==> src/rtl/idu_queue_pkg.sv <==
// Shared IDU definitions: opcode constants, instruction type codes, operand-mux
// encodings and the packed layout of a decoded queue entry.
package idu_queue_pkg;

    localparam logic [6:0] OPC_LUI    = 7'b0110111;
    localparam logic [6:0] OPC_AUIPC  = 7'b0010111;
    localparam logic [6:0] OPC_JAL    = 7'b1101111;
    localparam logic [6:0] OPC_JALR   = 7'b1100111;
    localparam logic [6:0] OPC_BRANCH = 7'b1100011;
    localparam logic [6:0] OPC_LOAD   = 7'b0000011;
    localparam logic [6:0] OPC_STORE  = 7'b0100011;
    localparam logic [6:0] OPC_OPIMM  = 7'b0010011;
    localparam logic [6:0] OPC_OP     = 7'b0110011;
    localparam logic [6:0] OPC_FENCE  = 7'b0001111;
    localparam logic [6:0] OPC_SYSTEM = 7'b1110011;

    localparam logic [31:0] INST_ECALL = 32'h0000_0073;
    localparam logic [31:0] INST_MRET  = 32'h3020_0073;

    typedef enum logic [2:0] {
        TYPE_NULL = 3'd0,
        TYPE_R    = 3'd1,
        TYPE_I    = 3'd2,
        TYPE_S    = 3'd3,
        TYPE_B    = 3'd4,
        TYPE_U    = 3'd5,
        TYPE_J    = 3'd6
    } inst_type_e;

    typedef enum logic [1:0] {
        AM1_ZERO = 2'd0,
        AM1_RS1  = 2'd1,
        AM1_PC   = 2'd2
    } amux1_e;

    typedef enum logic [1:0] {
        AM2_ZERO = 2'd0,
        AM2_RS2  = 2'd1,
        AM2_IMM  = 2'd2
    } amux2_e;

    // XLEN-independent part of an entry; a full entry is {pc, imm, dec_fix_t}.
    typedef struct packed {
        logic [9:0]  func_eu;
        logic [4:0]  rs1;
        logic [4:0]  rs2;
        logic [4:0]  rd;
        logic [2:0]  func3;
        logic [6:0]  func7;
        logic [6:0]  opcode;
        logic [11:0] csr_addr;
        inst_type_e  itype;
        amux1_e      amux1;
        amux2_e      amux2;
        logic [7:0]  wmask;
        logic        gpr_wen;
        logic        mem_ren;
        logic        mem_wen;
        logic        csr_wen;
        logic        is_ecall;
        logic        is_mret;
        logic        illegal;
    } dec_fix_t;

    localparam int DEC_FIX_W = $bits(dec_fix_t);

    function automatic int dec_w(input int xlen);
        return 2 * xlen + DEC_FIX_W;
    endfunction

    localparam int DEC_W = dec_w(32);

endpackage

==> src/rtl/idu_queue_if.sv <==
// Handshake bundle between IFU, the decode queue and EXU.
interface idu_queue_if #(
    parameter int DEPTH = 2,
    parameter int XLEN  = 32
) ();
    import idu_queue_pkg::*;

    localparam int ENTRY_W = dec_w(XLEN);
    localparam int CNT_W   = $clog2(DEPTH) + 1;

    // valid/ready: a beat transfers on a rising edge where valid && ready; the
    // producer holds valid and payload until then, and ready never depends on valid.
    logic               in_valid;
    logic               in_ready;
    logic [XLEN-1:0]    pc;
    logic [31:0]        inst;
    logic               flush;
    logic               out_valid;
    logic               out_ready;
    logic [ENTRY_W-1:0] out_dec;
    logic [CNT_W-1:0]   count;

    modport master (
        output in_valid, pc, inst, flush, out_ready,
        input  in_ready, out_valid, out_dec, count
    );

    modport slave (
        input  in_valid, pc, inst, flush, out_ready,
        output in_ready, out_valid, out_dec, count
    );

endinterface

==> src/rtl/idu_decoder.sv <==
// Purely combinational RV32I decode of one raw instruction into the fixed
// entry fields plus a sign-extended immediate.
module idu_decoder
    import idu_queue_pkg::*;
#(
    parameter int XLEN = 32
) (
    input  logic [31:0]     i_inst,
    output dec_fix_t        o_fix,
    output logic [XLEN-1:0] o_imm
);

    logic [6:0]         w_opc;
    logic [2:0]         w_f3;
    logic               w_sign;
    logic signed [31:0] w_imm32;

    assign w_opc  = i_inst[6:0];
    assign w_f3   = i_inst[14:12];
    assign w_sign = i_inst[31];
    assign o_imm  = XLEN'(w_imm32);

    always_comb begin
        o_fix          = '0;
        o_fix.rs1      = i_inst[19:15];
        o_fix.rs2      = i_inst[24:20];
        o_fix.rd       = i_inst[11:7];
        o_fix.func3    = w_f3;
        o_fix.opcode   = w_opc;
        o_fix.csr_addr = i_inst[31:20];
        o_fix.itype    = TYPE_NULL;
        o_fix.amux1    = AM1_ZERO;
        o_fix.amux2    = AM2_ZERO;
        o_fix.is_ecall = (i_inst == INST_ECALL);
        o_fix.is_mret  = (i_inst == INST_MRET);

        case (w_opc)
            OPC_LUI:    begin o_fix.itype = TYPE_U; o_fix.amux2 = AM2_IMM; end
            OPC_AUIPC:  begin o_fix.itype = TYPE_U; o_fix.amux1 = AM1_PC;  o_fix.amux2 = AM2_IMM; end
            OPC_JAL:    begin o_fix.itype = TYPE_J; o_fix.amux1 = AM1_PC;  o_fix.amux2 = AM2_IMM; end
            OPC_JALR:   begin o_fix.itype = TYPE_I; o_fix.amux1 = AM1_RS1; o_fix.amux2 = AM2_IMM; end
            OPC_BRANCH: begin o_fix.itype = TYPE_B; o_fix.amux1 = AM1_PC;  o_fix.amux2 = AM2_IMM; end
            OPC_LOAD:   begin o_fix.itype = TYPE_I; o_fix.amux1 = AM1_RS1; o_fix.amux2 = AM2_IMM;
                              o_fix.mem_ren = 1'b1; end
            OPC_STORE:  begin o_fix.itype = TYPE_S; o_fix.amux1 = AM1_RS1; o_fix.amux2 = AM2_IMM;
                              o_fix.mem_wen = 1'b1; end
            OPC_OPIMM:  begin o_fix.itype = TYPE_I; o_fix.amux1 = AM1_RS1; o_fix.amux2 = AM2_IMM; end
            OPC_OP:     begin o_fix.itype = TYPE_R; o_fix.amux1 = AM1_RS1; o_fix.amux2 = AM2_RS2; end
            OPC_SYSTEM: begin o_fix.itype = TYPE_I; o_fix.csr_wen = 1'b1; end
            OPC_FENCE:  begin o_fix.itype = TYPE_NULL; end
            default:    begin o_fix.illegal = 1'b1; end
        endcase

        o_fix.gpr_wen = o_fix.itype inside {TYPE_R, TYPE_I, TYPE_U, TYPE_J};

        // Shift-immediates (func3 1 and 5) carry the arithmetic/logical select in func7.
        if (w_opc == OPC_OPIMM && w_f3 != 3'd1 && w_f3 != 3'd5) begin
            o_fix.func7 = 7'd0;
        end else begin
            o_fix.func7 = i_inst[31:25];
        end

        if (w_opc == OPC_OP || w_opc == OPC_OPIMM) begin
            o_fix.func_eu = {w_f3, o_fix.func7};
        end

        case (w_f3)
            3'd0:    o_fix.wmask = 8'h01;
            3'd1:    o_fix.wmask = 8'h03;
            3'd2:    o_fix.wmask = 8'h0F;
            default: o_fix.wmask = 8'h00;
        endcase

        case (o_fix.itype)
            TYPE_I:  w_imm32 = {{20{w_sign}}, i_inst[31:20]};
            TYPE_S:  w_imm32 = {{20{w_sign}}, i_inst[31:25], i_inst[11:7]};
            TYPE_B:  w_imm32 = {{19{w_sign}}, i_inst[31], i_inst[7], i_inst[30:25], i_inst[11:8], 1'b0};
            TYPE_U:  w_imm32 = {i_inst[31:12], 12'b0};
            TYPE_J:  w_imm32 = {{11{w_sign}}, i_inst[31], i_inst[19:12], i_inst[20], i_inst[30:21], 1'b0};
            default: w_imm32 = '0;
        endcase
    end

endmodule

==> src/rtl/idu_queue.sv <==
// Decode queue: decodes each accepted fetch beat and holds up to DEPTH
// entries in a circular buffer for EXU.
module idu_queue
    import idu_queue_pkg::*;
#(
    parameter int DEPTH = 2,
    parameter int XLEN  = 32
) (
    input  logic        clk,
    input  logic        rst,
    idu_queue_if.slave  bus
);

    localparam int ENTRY_W = dec_w(XLEN);
    localparam int PTR_W   = (DEPTH > 1) ? $clog2(DEPTH) : 1;
    localparam int CNT_W   = $clog2(DEPTH) + 1;

    dec_fix_t           w_fix;
    logic [XLEN-1:0]    w_imm;
    logic               w_push;
    logic               w_pop;

    logic [ENTRY_W-1:0] r_mem [DEPTH];
    logic [PTR_W-1:0]   r_wptr;
    logic [PTR_W-1:0]   r_rptr;
    logic [CNT_W-1:0]   r_count;
    logic               r_live;

    idu_decoder #(.XLEN(XLEN)) u_dec (
        .i_inst (bus.inst),
        .o_fix  (w_fix),
        .o_imm  (w_imm)
    );

    function automatic logic [PTR_W-1:0] ptr_inc(input logic [PTR_W-1:0] p);
        return (p == PTR_W'(DEPTH - 1)) ? '0 : p + PTR_W'(1);
    endfunction

    // r_live holds in_ready low until the first edge after reset is released.
    assign bus.in_ready  = r_live && (r_count < CNT_W'(DEPTH)) && !bus.flush;
    assign bus.out_valid = (r_count != '0);
    assign bus.out_dec   = r_mem[r_rptr];
    assign bus.count     = r_count;
    assign w_push        = bus.in_valid && bus.in_ready;
    assign w_pop         = bus.out_valid && bus.out_ready;

    always_ff @(posedge clk or negedge rst) begin
        if (!rst) begin
            r_live  <= 1'b0;
            r_count <= '0;
            r_wptr  <= '0;
            r_rptr  <= '0;
        end else begin
            r_live <= 1'b1;
            if (bus.flush) begin
                r_count <= '0;
                r_wptr  <= '0;
                r_rptr  <= '0;
            end else begin
                if (w_push) r_wptr <= ptr_inc(r_wptr);
                if (w_pop)  r_rptr <= ptr_inc(r_rptr);
                case ({w_push, w_pop})
                    2'b10:   r_count <= r_count + CNT_W'(1);
                    2'b01:   r_count <= r_count - CNT_W'(1);
                    default: r_count <= r_count;
                endcase
            end
        end
    end

    // Payload is not reset; it is only observable through out_dec while count != 0.
    always_ff @(posedge clk) begin
        if (w_push) begin
            r_mem[r_wptr] <= {bus.pc, w_imm, w_fix};
        end
    end

endmodule

==> src/flat_wrapper.sv <==
// flat-port wrapper written by rule: the top's interface ports become plain ports
module idu_queue_flat import idu_queue_pkg::*;
#(
    parameter int DEPTH = 2,
    parameter int XLEN  = 32
)
  (clk, rst, bus_in_valid, bus_pc, bus_inst, bus_flush, bus_out_ready, bus_in_ready, bus_out_valid, bus_out_dec, bus_count);
  idu_queue_if #(.DEPTH(DEPTH), .XLEN(XLEN)) bus_i ();
  input  logic clk;
  input  logic rst;
  input wire logic [$bits(bus_i.in_valid)-1:0] bus_in_valid;
  input wire logic [$bits(bus_i.pc)-1:0] bus_pc;
  input wire logic [$bits(bus_i.inst)-1:0] bus_inst;
  input wire logic [$bits(bus_i.flush)-1:0] bus_flush;
  input wire logic [$bits(bus_i.out_ready)-1:0] bus_out_ready;
  output wire logic [$bits(bus_i.in_ready)-1:0] bus_in_ready;
  output wire logic [$bits(bus_i.out_valid)-1:0] bus_out_valid;
  output wire logic [$bits(bus_i.out_dec)-1:0] bus_out_dec;
  output wire logic [$bits(bus_i.count)-1:0] bus_count;
  assign bus_i.in_valid = bus_in_valid;
  assign bus_i.pc = bus_pc;
  assign bus_i.inst = bus_inst;
  assign bus_i.flush = bus_flush;
  assign bus_i.out_ready = bus_out_ready;
  assign bus_in_ready = bus_i.in_ready;
  assign bus_out_valid = bus_i.out_valid;
  assign bus_out_dec = bus_i.out_dec;
  assign bus_count = bus_i.count;
  idu_queue #(.DEPTH(DEPTH), .XLEN(XLEN)) u_core (.clk(clk), .rst(rst), .bus(bus_i));
endmodule
==> config.mk <==
export PLATFORM = sky130hd
export DESIGN_NAME = idu_queue_flat
export DESIGN_NICKNAME = d
export VERILOG_FILES = /design/src/rtl/idu_queue_pkg.sv /design/src/rtl/idu_queue_if.sv /design/src/rtl/idu_decoder.sv /design/src/rtl/idu_queue.sv /design/src/flat_wrapper.sv
export SDC_FILE = /design/constraint.sdc
export NUM_CORES = 1
export LEC_CHECK = 0
export ABC_AREA = 1
export CORE_MARGIN = 2
export CORE_UTILIZATION = 30
export DETAILED_ROUTE_END_ITERATION = 10
export PLACE_DENSITY = 0.53
export SYNTH_ARGS = -nofsm -noshare
export SYNTH_HDL_FRONTEND = slang
export SYNTH_SLANG_ARGS = --single-unit
==> constraint.sdc <==
create_clock -name clk -period 9.6 [get_ports clk]
set_input_delay 2.88 -clock clk [delete_from_list [all_inputs] [get_ports clk]]
set_output_delay 2.88 -clock clk [all_outputs]
set_load 0.01 [all_outputs]
==> results.cfg, run 1 <==
[job]
max_cap_viol_count = 0

[routing]
vias = 7207
drt_pass1_iterations = 4
drt_wl_total_um = 28200
avgViaCountPerCell = 4.48
ant_nets = 0
wl_per_cell_um = 17.6
drc = 0
dr.first_iter.drc_count = 425

[clock_network]
cts_tree = yes
htreeDepth = 1
holdBufCountCts = 0
clk-insertion-delay-late_ns = 0.55
clockBufferDepth = 3
clock-sinks = 265
cts_made_buffers = 31
cts_resized = 0
clkTransAtPathRegs_ns = 0.05
cts-root-buf = clkbuf_16
post_cts_buffers = 0

[floorplanning]
rows = 69
num_io_pins = 213
die_w_um = 193
core-area_um2 = 35400
die-area_um2 = 37300
die_h_um = 193
start_util = 0.303

[synth]
synth.cell_area_um2 = 10700
synth-seq-cells = 265
synth.area.top_cells = edfxtp_1 (73%), nand2_1 (15%), nand3_1 (1.7%)
synth_mux_area_frac = 0
synth_xor_area_frac = 0
yosys.area_share.simple = 0.203
synthAdderAreaFrac = 0.00466
syn_inst = 921
synth_compound_area_frac = 0.0162
synth_area_per_cell_um2 = 11.7
yosys.area.top_type_share = 0.727
synth_cell_types = 29
yosysTopAreaCell = edfxtp_1
synth_top_family_by_area = simple AND/OR/NAND/NOR gates
ys_warn_count = 0
seq_area_frac_synth = 0.739

[power]
power.density_nw_per_um2 = 218
ir_worst_vdd_uv = 125
leakagePower_nw = 5.58

[final_layout]
seqCellArea_um2 = 7940
final_layout_size_suffix_gt1_frac = 0.0585
nets = 1199
n_fill_cell = 3417
multi_input_area_um2 = 2430
utilization = 0.400
stdcell_area_um2 = 14200
syn_to_final_growth_pct = 32.0
antenna_cells = 0

[sta]
worst_pin_slew_ns = 0.967
period_minus_slack_ns = 6.93
rsz0062_at_grt = no
max_freq_mhz = 144
fin_crit_sh = 0.722
final_hold_viol_count = 0
tns_ns = 0
skew_ns = 0.0129
slew_viol_final = 0
max_slew_margin = 0.355
finalSetupViolations = 0

[grt]
grt_max_degree = 76
antenna_found_initial = 1
first_global_vias = 6865
grt_pass1_wl_um = 41100
track_usage = 0.147
gr-total-overflow = 0

[setup_path]
r2r_start = u_core.bus.count[1]
endpoint_kind = primary output
reg2regPathDepth = 7
required_ns = 6.72
rrSetupSlack_ns = 6.75
r2r-end = u_core.r_mem[0][32]
cp_max_fo = 4
arrival_ns = 4.05
critical_path.startpoint_type = input pin
critPathKind = in2out

[place]
hpwl_um = 17600
portBuffers = 208
placed_cell_area_um2 = 13300
place_congestion = 0.767

[worst_hold_path]
hp-start = u_core.bus.count[0]
hold_path.class = reg2reg
hold_depth = 2
min_to = u_core.bus.count[0]

[outcome]
status = finished clean
[metal layers]
metal,global-route usage,part of all wire,up-vias
met5,0,0.00053,-
met4,0.0353,0.017,2
met3,0.0328,0.068,39
met2,0.240,0.47,213
met1,0.200,0.45,3459
li1,-,-,3494
[placed cells by master (no fill, tap or decap), types with 4 or more instances in the layout]
| cell type | synthesis | routed |
|---|---|---|
| ha_1 | 4 | 4 |
| clkbuf_16 | 0 | 31 |
| clkbuf_1 | 32 | 11 |
| nand2_1 | 430 | 430 |
| conb_1 | 2 | 5 |
| clkdlybuf4s50_1 | 0 | 208 |
| buf_4 | 10 | 9 |
| nor4_1 | 5 | 5 |
| a21oi_1 | 4 | 4 |
| edfxtp_1 | 260 | 260 |
| nor2_1 | 31 | 29 |
| nand3_1 | 36 | 36 |
| nand3_2 | 5 | 5 |
| nor3_1 | 11 | 11 |
| inv_2 | 4 | 4 |
| nand4_1 | 5 | 5 |
| dfrtp_1 | 5 | 4 |
| o211ai_1 | 10 | 10 |
| clkinv_1 | 0 | 5 |
| inv_1 | 38 | 37 |
| o21ai_0 | 11 | 11 |
[worst max-delay path by stage]
stage	depth (start not counted)	endpoint	slack, ns	from
2_1_floorplan	3	u_core.r_mem[0][0]	0.30	bus_flush
3_3_place_gp	3	bus_in_ready	2.67	bus_flush
3_5_place_dp	3	bus_in_ready	2.68	bus_flush
4_1_cts	3	bus_in_ready	2.67	bus_flush
5_1_grt	3	bus_in_ready	2.63	bus_flush
6_report	3	bus_in_ready	2.67	bus_flush
[registers in the layout (all words and copies together), names as in the netlist]
signal and count:
u_core.r_rptr 1, u_core.bus.count 2, u_core.r_mem 260, u_core.r_live 1
u_core.r_wptr 1
[layout make-up]
class	count	share of cell area
sequential	265	0.560
multi-input combinational	569	0.172
timing repair buffer	217	0.152
clock buffer	42	0.0576
tap	461	0.0407
inverter	42	0.0113
clock inverter	11	0.00715
[synth_stat cells]
cell,n
nor2_2,1
clkbuf_1,32
nand3_2,5
buf_2,4
nand2_1,430
inv_2,4
o21ai_4,1
nor2_1,31
nand2_4,3
o211ai_1,10
inv_1,38
nand3b_1,1
o21a_1,1
nor3b_1,2
a21oi_1,4
nor4_1,5
buf_4,10
nor3_1,11
ha_1,4
nand4_2,1
conb_1,2
o21ai_0,11
nand4_1,5
nand3_1,36
dfrtp_1,5
nand3_4,1
nand2_2,1
edfxtp_1,260
buf_6,2
[report_power, final]
group	switching (mW)	internal [mW]
clock	0.434	0.640
combinational	0.352	0.302
sequential	0.0345	1.32
total	0.821	2.26
[worst max-delay path: stages]
cell,delay [ns]
clkdlybuf4s50_1,0.46
nor2_1,0.16
clkdlybuf4s50_1,0.56
[per-stage QoR]
stage | std cells | total power [mW] | worst slack [ns] | hold slack, ns
global route | 1607 | 3.24 | 2.63 | 0.617
finish | 1607 | 3.08 | 2.67 | 0.565
detailed placement | 1554 | 2.05 | 2.68 | 0.558
global placement | 1554 | 2.05 | 2.67 | 0.547
floorplan | 924 | 1.66 | 0.296 | 0.483
CTS | 1607 | 3.14 | 2.67 | 0.571
[kinds of logic (layout without fill, tap and decap cells)]
| family | count (synthesis) | count (layout) |
|---|---|---|
| other cells | 2 | 5 |
| flops | 265 | 265 |
| compound gates | 27 | 27 |
| fa+ha+maj | 4 | 4 |
| simple gates | 533 | 533 |
| buf+inv | 90 | 312 |
(Power assumes the default switching activity.)
==> inputs of run 2 (changes only) <==
--- a/config.mk
+++ b/config.mk
@@ -9,7 +9,7 @@
 export CORE_MARGIN = 2
 export CORE_UTILIZATION = 30
 export DETAILED_ROUTE_END_ITERATION = 10
-export PLACE_DENSITY = 0.53
+export PLACE_DENSITY = 0.55
 export SYNTH_ARGS = -nofsm -noshare
 export SYNTH_HDL_FRONTEND = slang
 export SYNTH_SLANG_ARGS = --single-unit
==> constraint.sdc (replaced) <==
create_clock -name clk -period 5.7 [get_ports clk]
set_input_delay 1.71 -clock clk [delete_from_list [all_inputs] [get_ports clk]]
set_output_delay 1.71 -clock clk [all_outputs]
set_load 0.01 [all_outputs]
==> run 2 against run 1 <==
Against the previous run: first-iteration DRC count rose by 5.9%; cell area rose by 1.3%; critical path depth unchanged; sequential cell count stayed put; combinational power grew 77%; cell count grew 0.56%; die area stayed put; via count fell by 0.22%; critical endpoint unchanged; largest cell class unchanged.
==> results.cfg, run 2 (same netlist as run 1, synthesis figures left out) <==
[place]
hpwl_um = 18100
portBuffers = 208
place_congestion = 0.789
place_inst = 1558

[grt]
grt_pass1_wl_um = 40600
antenna_found_initial = 0
gr-total-overflow = 0
first_global_vias = 6645
track_usage = 0.145
grt_max_degree = 133

[final_layout]
final_layout_size_suffix_gt1_frac = 0.0658
final_common_cell = nand2_1
regMostFlops = u_core.r_mem
nets = 1203
layoutNonFillerInstCount = 1616
largest_register_ffs = 260
final_cell_mix = nand2_1 (430), edfxtp_1 (260), clkdlybuf4s50_1 (208)
syn_to_final_growth_pct = 33.8
antenna_cells = 0

[floorplanning]
num_io_pins = 213
die_w_um = 193
die_h_um = 193
start_util = 0.303
die-area_um2 = 37300
rows = 69
core-area_um2 = 35400

[sta]
worst_pin_slew_ns = 0.920
max_slew_margin = 0.385
tns_ns = 0
fin_crit_sh = 0.805
period_minus_slack_ns = 4.59
skew_ns = 0.0169
slew_viol_final = 0
finalSetupViolations = 0
rsz0062_at_grt = no
final_hold_viol_count = 0
max_freq_mhz = 218

[clock_network]
htreeDepth = 1
cts-root-buf = clkbuf_16
clock-sinks = 265
cts_resized = 0
clockBufferDepth = 3
clk-insertion-delay-late_ns = 0.56
cts_made_buffers = 31
clkTransAtPathRegs_ns = 0.06
holdBufCountCts = 0
cts_tree = yes
post_cts_buffers = 0

[routing]
drt_wl_total_um = 27900
wl_per_cell_um = 17.3
top_layer_used = met4
dr.first_iter.drc_count = 450
wl_met1_um = 12400
drt_pass1_iterations = 5
drc = 0
ant_nets = 0
wl_met3_um = 1950
route.met2.wl_um = 13100
avgViaCountPerCell = 4.45
vias = 7191

[setup_path]
endpoint_kind = primary output
required_ns = 3.99
critPathKind = in2out
arrival_ns = 2.88
cp_max_fo = 4
critical_path.startpoint_type = input pin

[power]
power.density_nw_per_um2 = 370
switching_share = 0.266
leakagePower_nw = 5.66
pwr-share-seq = 0.424
ir_worst_vdd_uv = 230
internal_power_mw = 3.90
power.switching_mw = 1.41
p_clk_frac = 0.359
p_comb_frac = 0.218

[job]
max_cap_viol_count = 0

[worst_hold_path]
hold_path.class = reg2reg

[outcome]
status = finished clean
-- run 2: cell types whose count changed in the layout (fill, tap and decap cells not counted), sizes merged --
cell and change:
clkinv +3, buf +4, bufinv +1, inv +2, clkinvlp -1
-- run 2: cell type report --
| class | instances | area, um^2 |
|---|---|---|
| Fill cell | 3371 | 21000 |
| Timing Repair Buffer | 221 | 2270 |
| Tap cell | 461 | 577 |
| Clock buffer | 42 | 827 |
| Inverter | 42 | 160 |
| Multi-Input combinational cell | 569 | 2430 |
| Sequential cell | 265 | 7940 |
| Clock inverter | 16 | 159 |
-- run 2: worst paths after layout --
| check | start | slack (ns) | cells after the start | endpoint |
|---|---|---|---|---|
| worst max register to register | u_core.bus.count[1] | 3.37 | 6 | u_core.r_mem[0][4] |
| worst min register to register | u_core.bus.count[0] | 0.55 | 2 | u_core.bus.count[0] |
| min in group asynchronous | rst | 1.38 | 1 | u_core.r_live |
| worst min-delay path | u_core.bus.count[0] | 0.55 | 2 | u_core.bus.count[0] |
| worst max-delay path | bus_flush | 1.11 | 3 | bus_in_ready |
| max in group asynchronous | rst | 4.10 | 1 | u_core.r_rptr |
-- run 2: critical path, cell delays in order --
cell and delay [ns]:
clkdlybuf4s50_1 0.47, nor2_1 0.16, clkdlybuf4s50_1 0.55
-- run 2: routing by layer --
metal / track usage / vias to the layer above
li1: - / 3517
met1: 0.201 / 3422
met2: 0.233 / 214
met3: 0.0315 / 38
met4: 0.0335 / 0
met5: 0 / -
-- run 2: power by group through the flow --
stage          Combinational [mW]  Clock, mW  Sequential, mW
6_report                     1.16       1.90            2.25
5_1_grt                      1.27       2.04            2.25
4_1_cts                      1.19       1.96            2.25
3_5_place_dp                 1.19          0            2.29
3_3_place_gp                 1.18          0            2.29
2_1_floorplan               0.495          0            2.29
-- run 2: through the flow --
| step | area, um^2 | power, mW | utilization | hold slack [ns] | worst slack [ns] |
|---|---|---|---|---|---|
| 6_report | 14400 | 5.31 | 0.406 | 0.549 | 1.11 |
| 3_5_place_dp | 13400 | 3.47 | 0.378 | 0.538 | 1.01 |
| 2_1_floorplan | 10800 | 2.79 | - | 0.503 | -0.256 |
| 4_1_cts | 14400 | 5.40 | 0.406 | 0.552 | 1.10 |
| 5_1_grt | 14400 | 5.56 | 0.406 | 0.621 | 1.05 |
| 3_3_place_gp | 13400 | 3.47 | 0.378 | 0.548 | 1.10 |
==> inputs of run 3 (changes only) <==
==> constraint.sdc (replaced) <==
create_clock -name clk -period 4.12 [get_ports clk]
set_input_delay 1.236 -clock clk [delete_from_list [all_inputs] [get_ports clk]]
set_output_delay 1.236 -clock clk [all_outputs]
set_load 0.01 [all_outputs]
==> run 3 against run 2 <==
Against the previous run: worst hold slack improved by 0.035 ns; die area unchanged; register-to-register slack got worse by 1.2 ns.
==> results.cfg, run 3 (same netlist as run 1, synthesis figures left out) <==
[setup_path]
r2r_start = u_core.bus.count[1]
critical_path.startpoint_type = flip-flop
reg2regPathDepth = 6
arrival_ns = 2.52
endpoint_kind = primary output
r2r-end = u_core.r_mem[0][123]
cp_max_fo = 58
rrSetupSlack_ns = 2.16
critPathKind = reg2out
required_ns = 2.88

[routing]
dr.first_iter.drc_count = 387
ant_nets = 0
drt_wl_total_um = 28100
drc = 0
wl_per_cell_um = 17.4
vias = 7196
drt_pass1_iterations = 5
avgViaCountPerCell = 4.45

[floorplanning]
die_w_um = 193
die_h_um = 193
start_util = 0.303
core-area_um2 = 35400
rows = 69
num_io_pins = 213
die-area_um2 = 37300

[place]
place_congestion = 0.772
portBuffers = 208
placed_cell_area_um2 = 13400
hpwl_um = 18300

[clock_network]
cts-root-buf = clkbuf_16
clkTransAtPathRegs_ns = 0.06
cts_tree = yes
clk-insertion-delay-late_ns = 0.55
clock-sinks = 265
holdBufCountCts = 0
cts_resized = 0
htreeDepth = 1
clockBufferDepth = 3
post_cts_buffers = 0
cts_made_buffers = 30

[final_layout]
regMostFlops = u_core.r_mem
final_layout_size_suffix_gt1_frac = 0.0674
syn_to_final_growth_pct = 33.9
antenna_cells = 0
n_fill_cell = 3365
largest_register_ffs = 260
final_common_cell = nand2_1
final_cell_mix = nand2_1 (430), edfxtp_1 (260), clkdlybuf4s50_1 (208)
stdcell_area_um2 = 14400
nets = 1207

[worst_hold_path]
hold_path.class = reg2reg
hold_depth = 1
hp-start = u_core.r_wptr
min_to = u_core.r_wptr

[outcome]
status = finished clean

[grt]
grt_pass1_wl_um = 41100
gr-total-overflow = 0
track_usage = 0.147
antenna_found_initial = 0
first_global_vias = 6902
grt_max_degree = 92

[sta]
skew_ns = 0.00988
max_freq_mhz = 267
slew_viol_final = 0
final_hold_viol_count = 0
fin_crit_sh = 0.911
period_minus_slack_ns = 3.75
whs_ns = 0.584
rsz0062_at_grt = no
finalSetupViolations = 0
max_slew_margin = 0.425
worst_pin_slew_ns = 0.863

[power]
ir_worst_vdd_uv = 363
leakagePower_nw = 5.67
power.density_nw_per_um2 = 512

[job]
max_cap_viol_count = 0
[run 3: changes by cell type in the layout (fill, tap and decap cells not counted), moves of 2 or more]
| cell | change |
|---|---|
| inv_6 | -2 |
| clkinv_2 | -2 |
| clkbuf_1 | -5 |
| clkinv_1 | +5 |
| buf_4 | +6 |
| clkinvlp_4 | +2 |
[run 3: how the worst max path moves through the flow]
stage,start,end,slack [ns],cells after the start
2_1_floorplan,bus_flush,u_core.r_mem[0][0],-1.36,3
3_3_place_gp,bus_inst[5],u_core.r_mem[0][85],0.25,12
3_5_place_dp,bus_inst[6],u_core.r_mem[0][90],0.11,9
4_1_cts,u_core.r_rptr,bus_out_dec[2],0.30,5
5_1_grt,u_core.r_rptr,bus_out_dec[96],0.24,5
6_report,u_core.r_rptr,bus_out_dec[19],0.37,5
[run 3: layout make-up]
cell class | instances | area, um^2 | area share
Sequential cell | 265 | 7940 | 0.552
Multi-Input combinational cell | 569 | 2430 | 0.169
Timing Repair Buffer | 226 | 2290 | 0.159
Clock buffer | 36 | 795 | 0.0552
Tap cell | 461 | 577 | 0.0401
Clock inverter | 19 | 186 | 0.0130
Inverter | 42 | 160 | 0.0111
[run 3: power by group]
| part | internal, mW | switching (mW) |
|---|---|---|
| clock network | 1.61 | 1.03 |
| logic | 0.730 | 0.882 |
| registers | 3.08 | 0.0338 |
[run 3: critical path: stages, from the launching register on]
cell	delay (ns)
dfrtp_4	0.51
inv_4	0.28
buf_12	0.31
nand2_1	0.09
nand2_1	0.12
clkdlybuf4s50_1	0.58
[run 3: metrics by stage]
step | setup slack [ns] | cells | setup TNS, ns | util | total power, mW
global placement | 0.249 | 1563 | 0 | 0.379 | 4.81
detailed placement | 0.112 | 1563 | 0 | 0.379 | 4.81
CTS | 0.305 | 1618 | 0 | 0.406 | 7.47
global route | 0.235 | 1618 | 0 | 0.406 | 7.71
finish | 0.368 | 1618 | 0 | 0.406 | 7.36
floorplan | -1.36 | 924 | -354.15 | - | 3.86
[run 3: layer usage]
metal,track usage,wire length (um),up-vias
met4,0.0411,622,0
met1,0.197,12300,3448
li1,-,-,3509
met3,0.0371,2000,36
met2,0.237,13200,203
met5,0,0,-
